File: config.mk
export PLATFORM = sky130hd
export DESIGN_NAME = gem_cluster_lut_sequencer_flat
export DESIGN_NICKNAME = d
export VERILOG_FILES = /design/src/rtl/gem_cluster_lut_sequencer_if.sv /design/src/rtl/gem_cluster_lut_sequencer.sv /design/src/flat_wrapper.sv
export SDC_FILE = /design/constraint.sdc
export NUM_CORES = 1
export LEC_CHECK = 0
export BUFFER_PORTS_ARGS = -buffer_cell sky130_fd_sc_hd__buf_2
export CORE_AREA = 2 2 265 267
export DETAILED_ROUTE_END_ITERATION = 7
export DIE_AREA = 0 0 267 269
export GPL_TIMING_DRIVEN = 0
export SLEW_MARGIN = 20
export SYNTH_ARGS = -nofsm -noshare
export SYNTH_HDL_FRONTEND = slang
export SYNTH_SLANG_ARGS = --single-unit
File: constraint.sdc
create_clock -name clock -period 4.8 [get_ports clock]
set_input_delay 0.72 -clock clock [delete_from_list [all_inputs] [get_ports clock]]
set_output_delay 0.72 -clock clock [all_outputs]
set_load 0.1 [all_outputs]
File: src/rtl/gem_cluster_lut_sequencer_if.sv
// Bus between the cluster sequencer and the pad/roll LUT converter.
// Sequencer drives cluster fields; converter returns CSC windows.
interface gem_cluster_lut_sequencer_if;
    logic [13:0] lut_cluster;
    logic        lut_vpf;
    logic [2:0]  lut_roll;
    logic [7:0]  lut_pad;
    logic [2:0]  lut_size;
    logic [5:0]  lut_wire_lo;
    logic [5:0]  lut_wire_hi;
    logic [7:0]  lut_me1bhs_lo;
    logic [7:0]  lut_me1bhs_hi;
    logic [7:0]  lut_me1ahs_lo;
    logic [7:0]  lut_me1ahs_hi;
    logic        lut_me1a;

    modport master (
        output lut_cluster, lut_vpf, lut_roll,
        output lut_pad, lut_size,
        input  lut_wire_lo, lut_wire_hi,
        input  lut_me1bhs_lo, lut_me1bhs_hi,
        input  lut_me1ahs_lo, lut_me1ahs_hi,
        input  lut_me1a
    );

    modport slave (
        input  lut_cluster, lut_vpf, lut_roll,
        input  lut_pad, lut_size,
        output lut_wire_lo, lut_wire_hi,
        output lut_me1bhs_lo, lut_me1bhs_hi,
        output lut_me1ahs_lo, lut_me1ahs_hi,
        output lut_me1a
    );
endinterface

File: src/rtl/gem_cluster_lut_sequencer.sv
// Shares one cluster->CSC LUT converter across a frame of GEM clusters.
// Define GEM_SEQ_SKIP_INVALID_EN to issue only slots with vpf set.
module gem_cluster_lut_sequencer #(
    parameter int NCLUSTERS   = 8,
    parameter int SLOTBITS    = 3,
    parameter int LUT_LATENCY = 1
) (
    input  logic                      clock,
    input  logic                      global_reset,
    input  logic                      frame_start,
    input  logic [14*NCLUSTERS-1:0]   cl_cluster,
    input  logic [NCLUSTERS-1:0]      cl_vpf,
    input  logic [3*NCLUSTERS-1:0]    cl_roll,
    input  logic [8*NCLUSTERS-1:0]    cl_pad,
    input  logic [3*NCLUSTERS-1:0]    cl_size,
    gem_cluster_lut_sequencer_if.master lut,
    output logic [6*NCLUSTERS-1:0]    res_wire_lo,
    output logic [6*NCLUSTERS-1:0]    res_wire_hi,
    output logic [8*NCLUSTERS-1:0]    res_me1bhs_lo,
    output logic [8*NCLUSTERS-1:0]    res_me1bhs_hi,
    output logic [8*NCLUSTERS-1:0]    res_me1ahs_lo,
    output logic [8*NCLUSTERS-1:0]    res_me1ahs_hi,
    output logic [NCLUSTERS-1:0]      res_me1a,
    output logic [NCLUSTERS-1:0]      res_vpf,
    output logic                      busy,
    output logic                      done,
    output logic                      overrun,
    input  logic                      overrun_clr
);

    typedef enum logic [1:0] {
        IDLE,
        SCAN,
        DRAIN,
        DONE
    } state_t;

    state_t state;

    logic [14*NCLUSTERS-1:0] cluster_q;
    logic [NCLUSTERS-1:0]    vpf_q;
    logic [3*NCLUSTERS-1:0]  roll_q;
    logic [8*NCLUSTERS-1:0]  pad_q;
    logic [3*NCLUSTERS-1:0]  size_q;

    logic [NCLUSTERS-1:0]    pending;
    logic [NCLUSTERS-1:0]    elig_in;
    logic [NCLUSTERS-1:0]    pending_nx;
    logic [SLOTBITS-1:0]     pick;

    // Issue register sits alongside lut_*; tag pipe then matches LUT delay.
    logic                    iss_valid;
    logic [SLOTBITS-1:0]     iss_slot;
    logic [LUT_LATENCY-1:0]  tag_v;
    logic [SLOTBITS-1:0]     tag_s [LUT_LATENCY];

    logic                    pipe_busy;
    logic                    cap_v;
    logic [SLOTBITS-1:0]     cap_s;
    logic                    can_accept;

`ifdef GEM_SEQ_SKIP_INVALID_EN
    assign elig_in = cl_vpf;
`else
    assign elig_in = '1;
`endif

    always_comb begin
        pick = '0;
        for (int i = NCLUSTERS - 1; i >= 0; i--) begin
            if (pending[i]) pick = SLOTBITS'(i);
        end
    end

    assign pending_nx = pending & ~(NCLUSTERS'(1) << pick);

    // Last tag stage is captured on the same edge DRAIN may exit.
    always_comb begin
        pipe_busy = iss_valid;
        for (int k = 0; k < LUT_LATENCY - 1; k++) begin
            pipe_busy = pipe_busy | tag_v[k];
        end
    end

    assign cap_v      = tag_v[LUT_LATENCY-1];
    assign cap_s      = tag_s[LUT_LATENCY-1];
    assign can_accept = (state == IDLE) || (state == DONE);

    always_ff @(posedge clock) begin
        if (global_reset) begin
            state           <= IDLE;
            cluster_q       <= '0;
            vpf_q           <= '0;
            roll_q          <= '0;
            pad_q           <= '0;
            size_q          <= '0;
            pending         <= '0;
            iss_valid       <= 1'b0;
            iss_slot        <= '0;
            tag_v           <= '0;
            for (int k = 0; k < LUT_LATENCY; k++) begin
                tag_s[k] <= '0;
            end
            lut.lut_cluster <= '0;
            lut.lut_vpf     <= 1'b0;
            lut.lut_roll    <= '0;
            lut.lut_pad     <= '0;
            lut.lut_size    <= '0;
            res_wire_lo     <= '0;
            res_wire_hi     <= '0;
            res_me1bhs_lo   <= '0;
            res_me1bhs_hi   <= '0;
            res_me1ahs_lo   <= '0;
            res_me1ahs_hi   <= '0;
            res_me1a        <= '0;
            res_vpf         <= '0;
            busy            <= 1'b0;
            done            <= 1'b0;
            overrun         <= 1'b0;
        end else begin
            iss_valid   <= 1'b0;
            lut.lut_vpf <= 1'b0;
            done        <= 1'b0;

            tag_v[0] <= iss_valid;
            tag_s[0] <= iss_slot;
            for (int k = 1; k < LUT_LATENCY; k++) begin
                tag_v[k] <= tag_v[k-1];
                tag_s[k] <= tag_s[k-1];
            end

            if (frame_start && !can_accept) begin
                overrun <= 1'b1;
            end else if (overrun_clr) begin
                overrun <= 1'b0;
            end

            if (cap_v) begin
                res_wire_lo[int'(cap_s)*6 +: 6]   <= lut.lut_wire_lo;
                res_wire_hi[int'(cap_s)*6 +: 6]   <= lut.lut_wire_hi;
                res_me1bhs_lo[int'(cap_s)*8 +: 8] <= lut.lut_me1bhs_lo;
                res_me1bhs_hi[int'(cap_s)*8 +: 8] <= lut.lut_me1bhs_hi;
                res_me1ahs_lo[int'(cap_s)*8 +: 8] <= lut.lut_me1ahs_lo;
                res_me1ahs_hi[int'(cap_s)*8 +: 8] <= lut.lut_me1ahs_hi;
                res_me1a[cap_s]                   <= lut.lut_me1a;
                res_vpf[cap_s]                    <= vpf_q[cap_s];
            end

            unique case (state)
                IDLE, DONE: begin
                    busy  <= 1'b0;
                    state <= IDLE;
                    if (frame_start) begin
                        cluster_q     <= cl_cluster;
                        vpf_q         <= cl_vpf;
                        roll_q        <= cl_roll;
                        pad_q         <= cl_pad;
                        size_q        <= cl_size;
                        pending       <= elig_in;
                        res_wire_lo   <= '0;
                        res_wire_hi   <= '0;
                        res_me1bhs_lo <= '0;
                        res_me1bhs_hi <= '0;
                        res_me1ahs_lo <= '0;
                        res_me1ahs_hi <= '0;
                        res_me1a      <= '0;
                        res_vpf       <= '0;
                        if (|elig_in) begin
                            state <= SCAN;
                            busy  <= 1'b1;
                        end else begin
                            state <= DONE;
                            done  <= 1'b1;
                        end
                    end
                end
                SCAN: begin
                    iss_valid       <= 1'b1;
                    iss_slot        <= pick;
                    lut.lut_cluster <= cluster_q[int'(pick)*14 +: 14];
                    lut.lut_vpf     <= vpf_q[pick];
                    lut.lut_roll    <= roll_q[int'(pick)*3 +: 3];
                    lut.lut_pad     <= pad_q[int'(pick)*8 +: 8];
                    lut.lut_size    <= size_q[int'(pick)*3 +: 3];
                    pending         <= pending_nx;
                    if (pending_nx == '0) state <= DRAIN;
                end
                DRAIN: begin
                    if (!pipe_busy) begin
                        state <= DONE;
                        done  <= 1'b1;
                        busy  <= 1'b0;
                    end
                end
                default: state <= IDLE;
            endcase
        end
    end

endmodule

File: src/flat_wrapper.sv
// flat-port wrapper written by rule: the top's interface ports become plain ports
module gem_cluster_lut_sequencer_flat 
#(
    parameter int NCLUSTERS   = 8,
    parameter int SLOTBITS    = 3,
    parameter int LUT_LATENCY = 1
)
  (clock, global_reset, frame_start, cl_cluster, cl_vpf, cl_roll, cl_pad, cl_size, res_wire_lo, res_wire_hi, res_me1bhs_lo, res_me1bhs_hi, res_me1ahs_lo, res_me1ahs_hi, res_me1a, res_vpf, busy, done, overrun, overrun_clr, lut_lut_cluster, lut_lut_vpf, lut_lut_roll, lut_lut_pad, lut_lut_size, lut_lut_wire_lo, lut_lut_wire_hi, lut_lut_me1bhs_lo, lut_lut_me1bhs_hi, lut_lut_me1ahs_lo, lut_lut_me1ahs_hi, lut_lut_me1a);
  gem_cluster_lut_sequencer_if lut_i ();
  input  logic clock;
  input  logic global_reset;
  input  logic frame_start;
  input  logic [14*NCLUSTERS-1:0] cl_cluster;
  input  logic [NCLUSTERS-1:0] cl_vpf;
  input  logic [3*NCLUSTERS-1:0] cl_roll;
  input  logic [8*NCLUSTERS-1:0] cl_pad;
  input  logic [3*NCLUSTERS-1:0] cl_size;
  output logic [6*NCLUSTERS-1:0] res_wire_lo;
  output logic [6*NCLUSTERS-1:0] res_wire_hi;
  output logic [8*NCLUSTERS-1:0] res_me1bhs_lo;
  output logic [8*NCLUSTERS-1:0] res_me1bhs_hi;
  output logic [8*NCLUSTERS-1:0] res_me1ahs_lo;
  output logic [8*NCLUSTERS-1:0] res_me1ahs_hi;
  output logic [NCLUSTERS-1:0] res_me1a;
  output logic [NCLUSTERS-1:0] res_vpf;
  output logic busy;
  output logic done;
  output logic overrun;
  input  logic overrun_clr;
  output wire logic [$bits(lut_i.lut_cluster)-1:0] lut_lut_cluster;
  output wire logic [$bits(lut_i.lut_vpf)-1:0] lut_lut_vpf;
  output wire logic [$bits(lut_i.lut_roll)-1:0] lut_lut_roll;
  output wire logic [$bits(lut_i.lut_pad)-1:0] lut_lut_pad;
  output wire logic [$bits(lut_i.lut_size)-1:0] lut_lut_size;
  input wire logic [$bits(lut_i.lut_wire_lo)-1:0] lut_lut_wire_lo;
  input wire logic [$bits(lut_i.lut_wire_hi)-1:0] lut_lut_wire_hi;
  input wire logic [$bits(lut_i.lut_me1bhs_lo)-1:0] lut_lut_me1bhs_lo;
  input wire logic [$bits(lut_i.lut_me1bhs_hi)-1:0] lut_lut_me1bhs_hi;
  input wire logic [$bits(lut_i.lut_me1ahs_lo)-1:0] lut_lut_me1ahs_lo;
  input wire logic [$bits(lut_i.lut_me1ahs_hi)-1:0] lut_lut_me1ahs_hi;
  input wire logic [$bits(lut_i.lut_me1a)-1:0] lut_lut_me1a;
  assign lut_lut_cluster = lut_i.lut_cluster;
  assign lut_lut_vpf = lut_i.lut_vpf;
  assign lut_lut_roll = lut_i.lut_roll;
  assign lut_lut_pad = lut_i.lut_pad;
  assign lut_lut_size = lut_i.lut_size;
  assign lut_i.lut_wire_lo = lut_lut_wire_lo;
  assign lut_i.lut_wire_hi = lut_lut_wire_hi;
  assign lut_i.lut_me1bhs_lo = lut_lut_me1bhs_lo;
  assign lut_i.lut_me1bhs_hi = lut_lut_me1bhs_hi;
  assign lut_i.lut_me1ahs_lo = lut_lut_me1ahs_lo;
  assign lut_i.lut_me1ahs_hi = lut_lut_me1ahs_hi;
  assign lut_i.lut_me1a = lut_lut_me1a;
  gem_cluster_lut_sequencer #(.NCLUSTERS(NCLUSTERS), .SLOTBITS(SLOTBITS), .LUT_LATENCY(LUT_LATENCY)) u_core (.clock(clock), .global_reset(global_reset), .frame_start(frame_start), .cl_cluster(cl_cluster), .cl_vpf(cl_vpf), .cl_roll(cl_roll), .cl_pad(cl_pad), .cl_size(cl_size), .lut(lut_i), .res_wire_lo(res_wire_lo), .res_wire_hi(res_wire_hi), .res_me1bhs_lo(res_me1bhs_lo), .res_me1bhs_hi(res_me1bhs_hi), .res_me1ahs_lo(res_me1ahs_lo), .res_me1ahs_hi(res_me1ahs_hi), .res_me1a(res_me1a), .res_vpf(res_vpf), .busy(busy), .done(done), .overrun(overrun), .overrun_clr(overrun_clr));
endmodule
==> flow_summary_export.csv, run 1 <==
group,metric,value,unit
cts,clockRootBuffer,"clkbuf_16",
cts,clk_latency,640,ps
power,clockPowerShare,29.4,%
drt,first_pass_iters,6,
cts,hold_buffers,0,
timing,final-hold-violation-count,0,
place,dpl.cell_count,5040,
cts,htreeDepth,3,
die,die_area,71800,um^2
worst_setup_path,path_class,"reg -> reg",
drt,ant_nets,0,
cells_and_area,mostFrequentLayoutCell,"nand2_1",
cells_and_area,stdcell_count,5171,
global_routing,grtUsageTotal,32.0,%
global_routing,grt_start_max_net_pins,15,
place,hpwl,93.6,mm
drt,vias_per_cell,5.53,
synthesis,synth_ff_type,"dfxtp_1",
synthesis,synth_edf_count,0,
drt,drt-total-wl,121,mm
timing,finalClockSkew,30.4,ps
place,portBuffers,669,
timing,fin_crit_sh,95.2,%
worst_setup_path,critPathMaxFanout,9,
cts,cts_inserted_buffers,70,
place,globalplace.congestion,0.955,
worst_setup_path,crit_path_end_kind,"flip-flop",
synthesis,ys_ff_latch,650,
global_routing,grt_first_pass_wirelength,171,mm
synthesis,ys_types,71,
power,combPwrFrac,37.9,%
power,internal_power,0.0110,W
die,die_x,267,um
cts,path_clk_slew,60,ps
synthesis,ys_seq_area_share,48.3,%
outcome,outcome,"completed",
timing,final.setup.worst_slack,232,ps
drt,routedWlPerCell,23.4,um
synthesis,yosysWarnings,0,
worst_hold_path,worstHoldPathType,"in -> reg",
timing,fin_hold_ws,335,ps
job,maxCapViolCount,0,
cells_and_area,mostFrequentLayoutCells,"nand2_1, buf_2, dfxtp_1",
power,peakVddDrop,0.000291,V
global_routing,grt_antenna_before_repair,7,
synthesis,avgSynthCellArea,7.85,um^2
die,start_util,38.9,%
synthesis,async_reset_ff_share,0,%
worst_setup_path,path_cells,"ha_1 -> buf_2 -> inv_1 -> fa_1 -> xor2_2 -> nand2_1 -> inv_1 -> ha_1 -> nand2b_1 -> a31oi_1 -> nand3_1 -> nor2_1 -> mux2i_1 -> nor2_1",
place,pre_cts_ws,-376,ps
cts,cts.sinks,650,
worst_setup_path,arrival,5050,ps
power,pwr-share-seq,32.7,%
worst_setup_path,cpMaxStageDelayCell,"dfxtp_1",
die,rows,97,
drt,drt_iter0_markers,2905,
global_routing,grt_overflow,0,
power,p_leak,13.9,nW
worst_setup_path,critPathMaxStageDelay,540,ps
synthesis,syn-num-nets,3727,
synthesis,netlist_area,26900,um^2
power,power.switching,0.00829,W
timing,tightestPinTransition,1170,ps
die,die_h,269,um
synthesis,synth_cells,3431,
timing,relSlewSlack,21.8,%
power,cellPowerDensity,567,nW/um^2
cells_and_area,nets,4468,
cells_and_area,n_fill_cell,7195,
power,p_total,0.0193,W
timing,period_needed,4570,ps
die,coreArea,69300,um^2
timing,slew_violations,0,
power,swShare,43.1,%
worst_setup_path,start_kind,"flip-flop",
timing,fmax,219,MHz
cells_and_area,area_growth,26.1,%
cts,cts_max_path_buffers,3,
cts,cts_tree,"done",
global_routing,grt_pass1_vias,26100,
timing,setup_tns,0,ps
cts,post_cts_buffers,0,
die,boundaryPins,681,
timing,grt_setup_unrepaired,"yes",
worst_setup_path,cp.required,5290,ps
drt,drcViolationCount,0,
timing,setup_violations,0,
cells_and_area,layout-drive-gt1-share,19.9,%
drt,dr_total_vias,28600,
[timing repair]
item                                    CTS  global route
endpoints found under the setup margin    9            53
cloned                                    0             0
resized for setup                         5            11
[cell families after synthesis]
logic type,share of synthesized area [%]
flip-flops,48.3
adder cells (fa/ha/maj),0.762
XOR/XNOR,0.311
buffers and inverters,4.47
multiplexers,4.01
AND/OR/NAND/NOR,24.4
AO/OA/AOI/OAI,17.7
[state kept, by name, indices dropped and copies added (netlist names), 14 cells and up]
signal,count
u_core.lut.lut_cluster,14
u_core.cluster_q,112
u_core.size_q,24
u_core.res_me1bhs_hi,64
u_core.res_me1ahs_hi,64
u_core.res_wire_lo,48
u_core.roll_q,24
u_core.res_me1ahs_lo,64
u_core.res_wire_hi,48
u_core.res_me1bhs_lo,64
u_core.pad_q,64
[final cells by class]
type	count	area, um^2	share of cell area, %
flip-flops and latches	650	13000	38.3
multi-input cells	2467	12800	37.7
repair buffers	669	3350	9.86
clock buffers	99	2030	5.98
well taps	940	1180	3.46
plain buffers	286	1100	3.24
clock inverters	29	358	1.05
inverters	28	105	0.309
diodes	3	7.51	0.0221
[critical path, delay by kind of cell (launching register included)]
kind / cells / cell delay (ps)
XOR/XNOR: 1 / 470
AND/OR/NAND/NOR: 5 / 1270
AO/OA/AOI/OAI: 1 / 340
flip-flops: 1 / 540
buffers and inverters: 3 / 520
adder cells (fa/ha/maj): 3 / 1030
multiplexers: 1 / 260
[power groups by stage]
stage / Sequential, W / Combinational, W / Clock (W)
after global routing: 0.00635 / 0.00772 / 0.00591
after global placement: 0.00640 / 0.00704 / 0
after CTS: 0.00629 / 0.00711 / 0.00570
after floorplan: 0.00694 / 0.00399 / 0
final: 0.00630 / 0.00729 / 0.00566
after detailed placement: 0.00640 / 0.00707 / 0
[synthesized netlist by cell type, drive strengths merged, types with 7 or more instances]
cell	n	share of area, %
nand2	714	9.9
dfxtp	650	48
a21oi	563	11
nor2	304	4.2
clkbuf	258	3.6
nor3	210	3.9
nand3	161	3.0
mux2i	90	3.3
o21ai	70	1.3
nor3b	36	1.1
nand2b	29	0.67
a22oi	28	0.88
buf	28	0.48
inv	27	0.38
o2bb2ai	25	0.81
a31oi	21	0.49
and3	17	0.39
o211a	17	0.63
and2	16	0.37
ha	14	0.65
o22ai	13	0.30
mux2	12	0.50
o211ai	11	0.33
a2bb2oi	10	0.33
nor2b	10	0.23
a222oi	9	0.33
a211oi	8	0.22
a221oi	8	0.26
o221ai	8	0.26
a32oi	7	0.23
[worst paths after layout]
path	cells after the start	slack [ps]	end	start
max	14	230	u_core.res_wire_hi[39]$_SDFF_PP0_	u_core.tag_s[0][1]$_SDFF_PP0_
min	3	330	u_core.pad_q[32]$_SDFFE_PP0P_	cl_pad[32]
max reg2reg	14	230	u_core.res_wire_hi[39]$_SDFF_PP0_	u_core.tag_s[0][1]$_SDFF_PP0_
min reg2reg	2	450	u_core.res_me1bhs_lo[58]$_SDFF_PP0_	u_core.res_me1bhs_lo[58]$_SDFF_PP0_
[per-stage QoR]
stage               util, %  instance area [um^2]
CTS                    48.9                 33900
global placement       45.4                 31500
global route           49.0                 34000
finish                 49.0                 34000
detailed placement     45.4                 31500
floorplan                 -                 26900
[layer usage]
metal,up-vias,share of wire [%],track usage (%),wire [um]
met2,1432,46,53.0,56200
li1,13300,-,-,-
met1,13600,40,39.8,48300
met3,295,8.2,5.92,9940
met4,4,5.3,16.2,6440
met5,-,0.021,0,25
Power figures use the tool's default switching activity.
==> run 2, diff against run 1 <==
--- a/config.mk
+++ b/config.mk
@@ -10,6 +10,7 @@
 export DETAILED_ROUTE_END_ITERATION = 7
 export DIE_AREA = 0 0 267 269
 export GPL_TIMING_DRIVEN = 0
+export PLACE_DENSITY = 0.61
 export SLEW_MARGIN = 20
 export SYNTH_ARGS = -nofsm -noshare
 export SYNTH_HDL_FRONTEND = slang
==> flow_summary_export.csv, run 2 (same netlist as run 1, synthesis figures left out) <==
group,metric,value,unit
timing,fin_crit_sh,96.0,%
worst_setup_path,path_cells,"buf_2 -> inv_1 -> clkbuf_1 -> ha_1 -> and2_1 -> clkbuf_1 -> nand2_1 -> inv_1 -> ha_1 -> and2_1 -> o2111ai_1 -> o32ai_4 -> o221ai_1 -> o211a_1",
timing,slew_violations,0,
timing,grt_setup_unrepaired,"no",
power,peakVddDrop,0.000374,V
die,rows,97,
power,power.switching,0.00829,W
cells_and_area,n_fill_cell,7062,
global_routing,grt.busiest_layer,"met2",
global_routing,grt_overflow,0,
drt,dr_total_vias,28900,
cells_and_area,stdcell_count,5172,
global_routing,grt_pass1_vias,26200,
power,clockPowerShare,29.8,%
die,start_util,38.9,%
worst_setup_path,start_kind,"flip-flop",
worst_setup_path,critPathMaxStageDelay,570,ps
die,die_h,269,um
worst_setup_path,arrival,5100,ps
worst_setup_path,crit_path_end_kind,"flip-flop",
cts,cts_inserted_buffers,71,
die,die_area,71800,um^2
drt,first_pass_iters,8,
global_routing,grt_antenna_before_repair,8,
power,combPwrFrac,37.6,%
die,die_x,267,um
power,internal_power,0.0111,W
timing,fmax,217,MHz
cts,clockRootBuffer,"clkbuf_16",
cells_and_area,layout-drive-gt1-share,19.7,%
cells_and_area,largest_reg_flops,112,
drt,routedWlPerCell,23.5,um
timing,final-hold-violation-count,0,
timing,finalClockSkew,36.1,ps
cells_and_area,final_util,49.0,%
outcome,outcome,"completed",
cts,hold_buffers,0,
die,boundaryPins,681,
global_routing,grtUsageMet1,40.2,%
drt,drcViolationCount,0,
global_routing,grt_first_pass_wirelength,173,mm
cts,cts_max_path_buffers,3,
cells_and_area,mostFrequentLayoutCells,"nand2_1, buf_2, dfxtp_1",
power,pwr-share-seq,32.5,%
place,hpwl,94.1,mm
drt,drt_iter0_markers,2868,
power,cellPowerDensity,570,nW/um^2
drt,ant_nets,0,
worst_hold_path,worstHoldPathType,"in -> reg",
power,p_total,0.0194,W
power,p_leak,13.9,nW
global_routing,use_met3,6.92,%
global_routing,grt_start_max_net_pins,15,
timing,setup_violations,0,
cts,clk_latency,640,ps
cts,htreeDepth,3,
cts,cts_tree,"done",
place,globalplace.congestion,0.995,
worst_setup_path,cpMaxStageDelayCell,"o2111ai_1",
global_routing,grtUsageTotal,32.3,%
cells_and_area,area_growth,26.1,%
cts,path_clk_slew,70,ps
place,portBuffers,669,
worst_setup_path,critPathMaxFanout,12,
die,coreArea,69300,um^2
cts,cts.sinks,650,
cells_and_area,nets,4469,
timing,period_needed,4610,ps
cells_and_area,mostFrequentLayoutCell,"nand2_1",
worst_setup_path,cp.required,5290,ps
drt,drt-total-wl,122,mm
cells_and_area,largest-register,"u_core.cluster_q",
timing,tightestPinTransition,1160,ps
place,dpl.cell_count,5040,
job,maxCapViolCount,0,
worst_setup_path,path_class,"reg -> reg",
timing,setup_tns,0,ps
global_routing,grt_use_met2,51.8,%
drt,vias_per_cell,5.59,
cts,post_cts_buffers,0,
power,swShare,42.8,%
timing,relSlewSlack,23.0,%
run 2: stage by stage:
stage | area [um^2] | worst slack [ps] | hold WS [ps]
finish | 34000 | 193 | 337
global route | 34000 | 23.1 | 320
CTS | 33900 | 43.6 | 309
detailed placement | 31500 | -264 | 442
global placement | 31500 | -317 | 435
floorplan | 26900 | 1150 | 432
run 2: final timing paths:
kind | from | slack [ps] | end | depth (start not counted)
hold / removal | cl_cluster[97] | 340 | u_core.cluster_q[97]$_SDFFE_PP0P_ | 3
setup reg to reg | u_core.tag_s[0][0]$_SDFF_PP0_ | 190 | u_core.res_wire_hi[19]$_SDFF_PP0_ | 14
setup / recovery | u_core.tag_s[0][0]$_SDFF_PP0_ | 190 | u_core.res_wire_hi[19]$_SDFF_PP0_ | 14
hold reg to reg | u_core.res_me1bhs_lo[41]$_SDFF_PP0_ | 450 | u_core.res_me1bhs_lo[41]$_SDFF_PP0_ | 2
run 2: worst max-delay path, delay by kind of cell, from the launching register on:
family	cells	cell delay [ps]
and+or+nand+nor	3	510
DFF	1	510
adders and majority gates	2	800
AOI/OAI and AO/OA	4	1510
buffers and inverters	5	1140
run 2: power by group through the flow:
stage                     clock network, W  logic (W)  registers (W)
after floorplan                          0    0.00399        0.00694
after global placement                   0    0.00706        0.00639
after detailed placement                 0    0.00708        0.00640
after CTS                          0.00581    0.00711        0.00629
after global routing               0.00603    0.00773        0.00635
final                              0.00578    0.00728        0.00630
run 2: area by class of cell:
type	count	area, um^2	area share (%)
clock inverter	26	378	1.11
tap	940	1180	3.46
multi-input combinational	2467	12800	37.6
sequential	650	13000	38.3
timing repair buffer	669	3350	9.86
inverter	28	105	0.310
buffer	286	1100	3.24
clock buffer	101	2040	6.01
antenna	5	12.5	0.0368
run 2: timing repair:
item | in CTS | in global routing
endpoints found under the setup margin | 4 | 21
resized for setup | 2 | 7
gates cloned | 0 | 0
hold endpoints to repair | 0 | 0
run 2: per-layer routing:
layer | routed length [um] | part of all wire [%] | up-vias
met5 | 23 | 0.019 | -
met4 | 7500 | 6.2 | 4
met3 | 11000 | 9.0 | 362
met2 | 55400 | 46 | 1528
met1 | 47800 | 39 | 13700
li1 | - | - | 13300
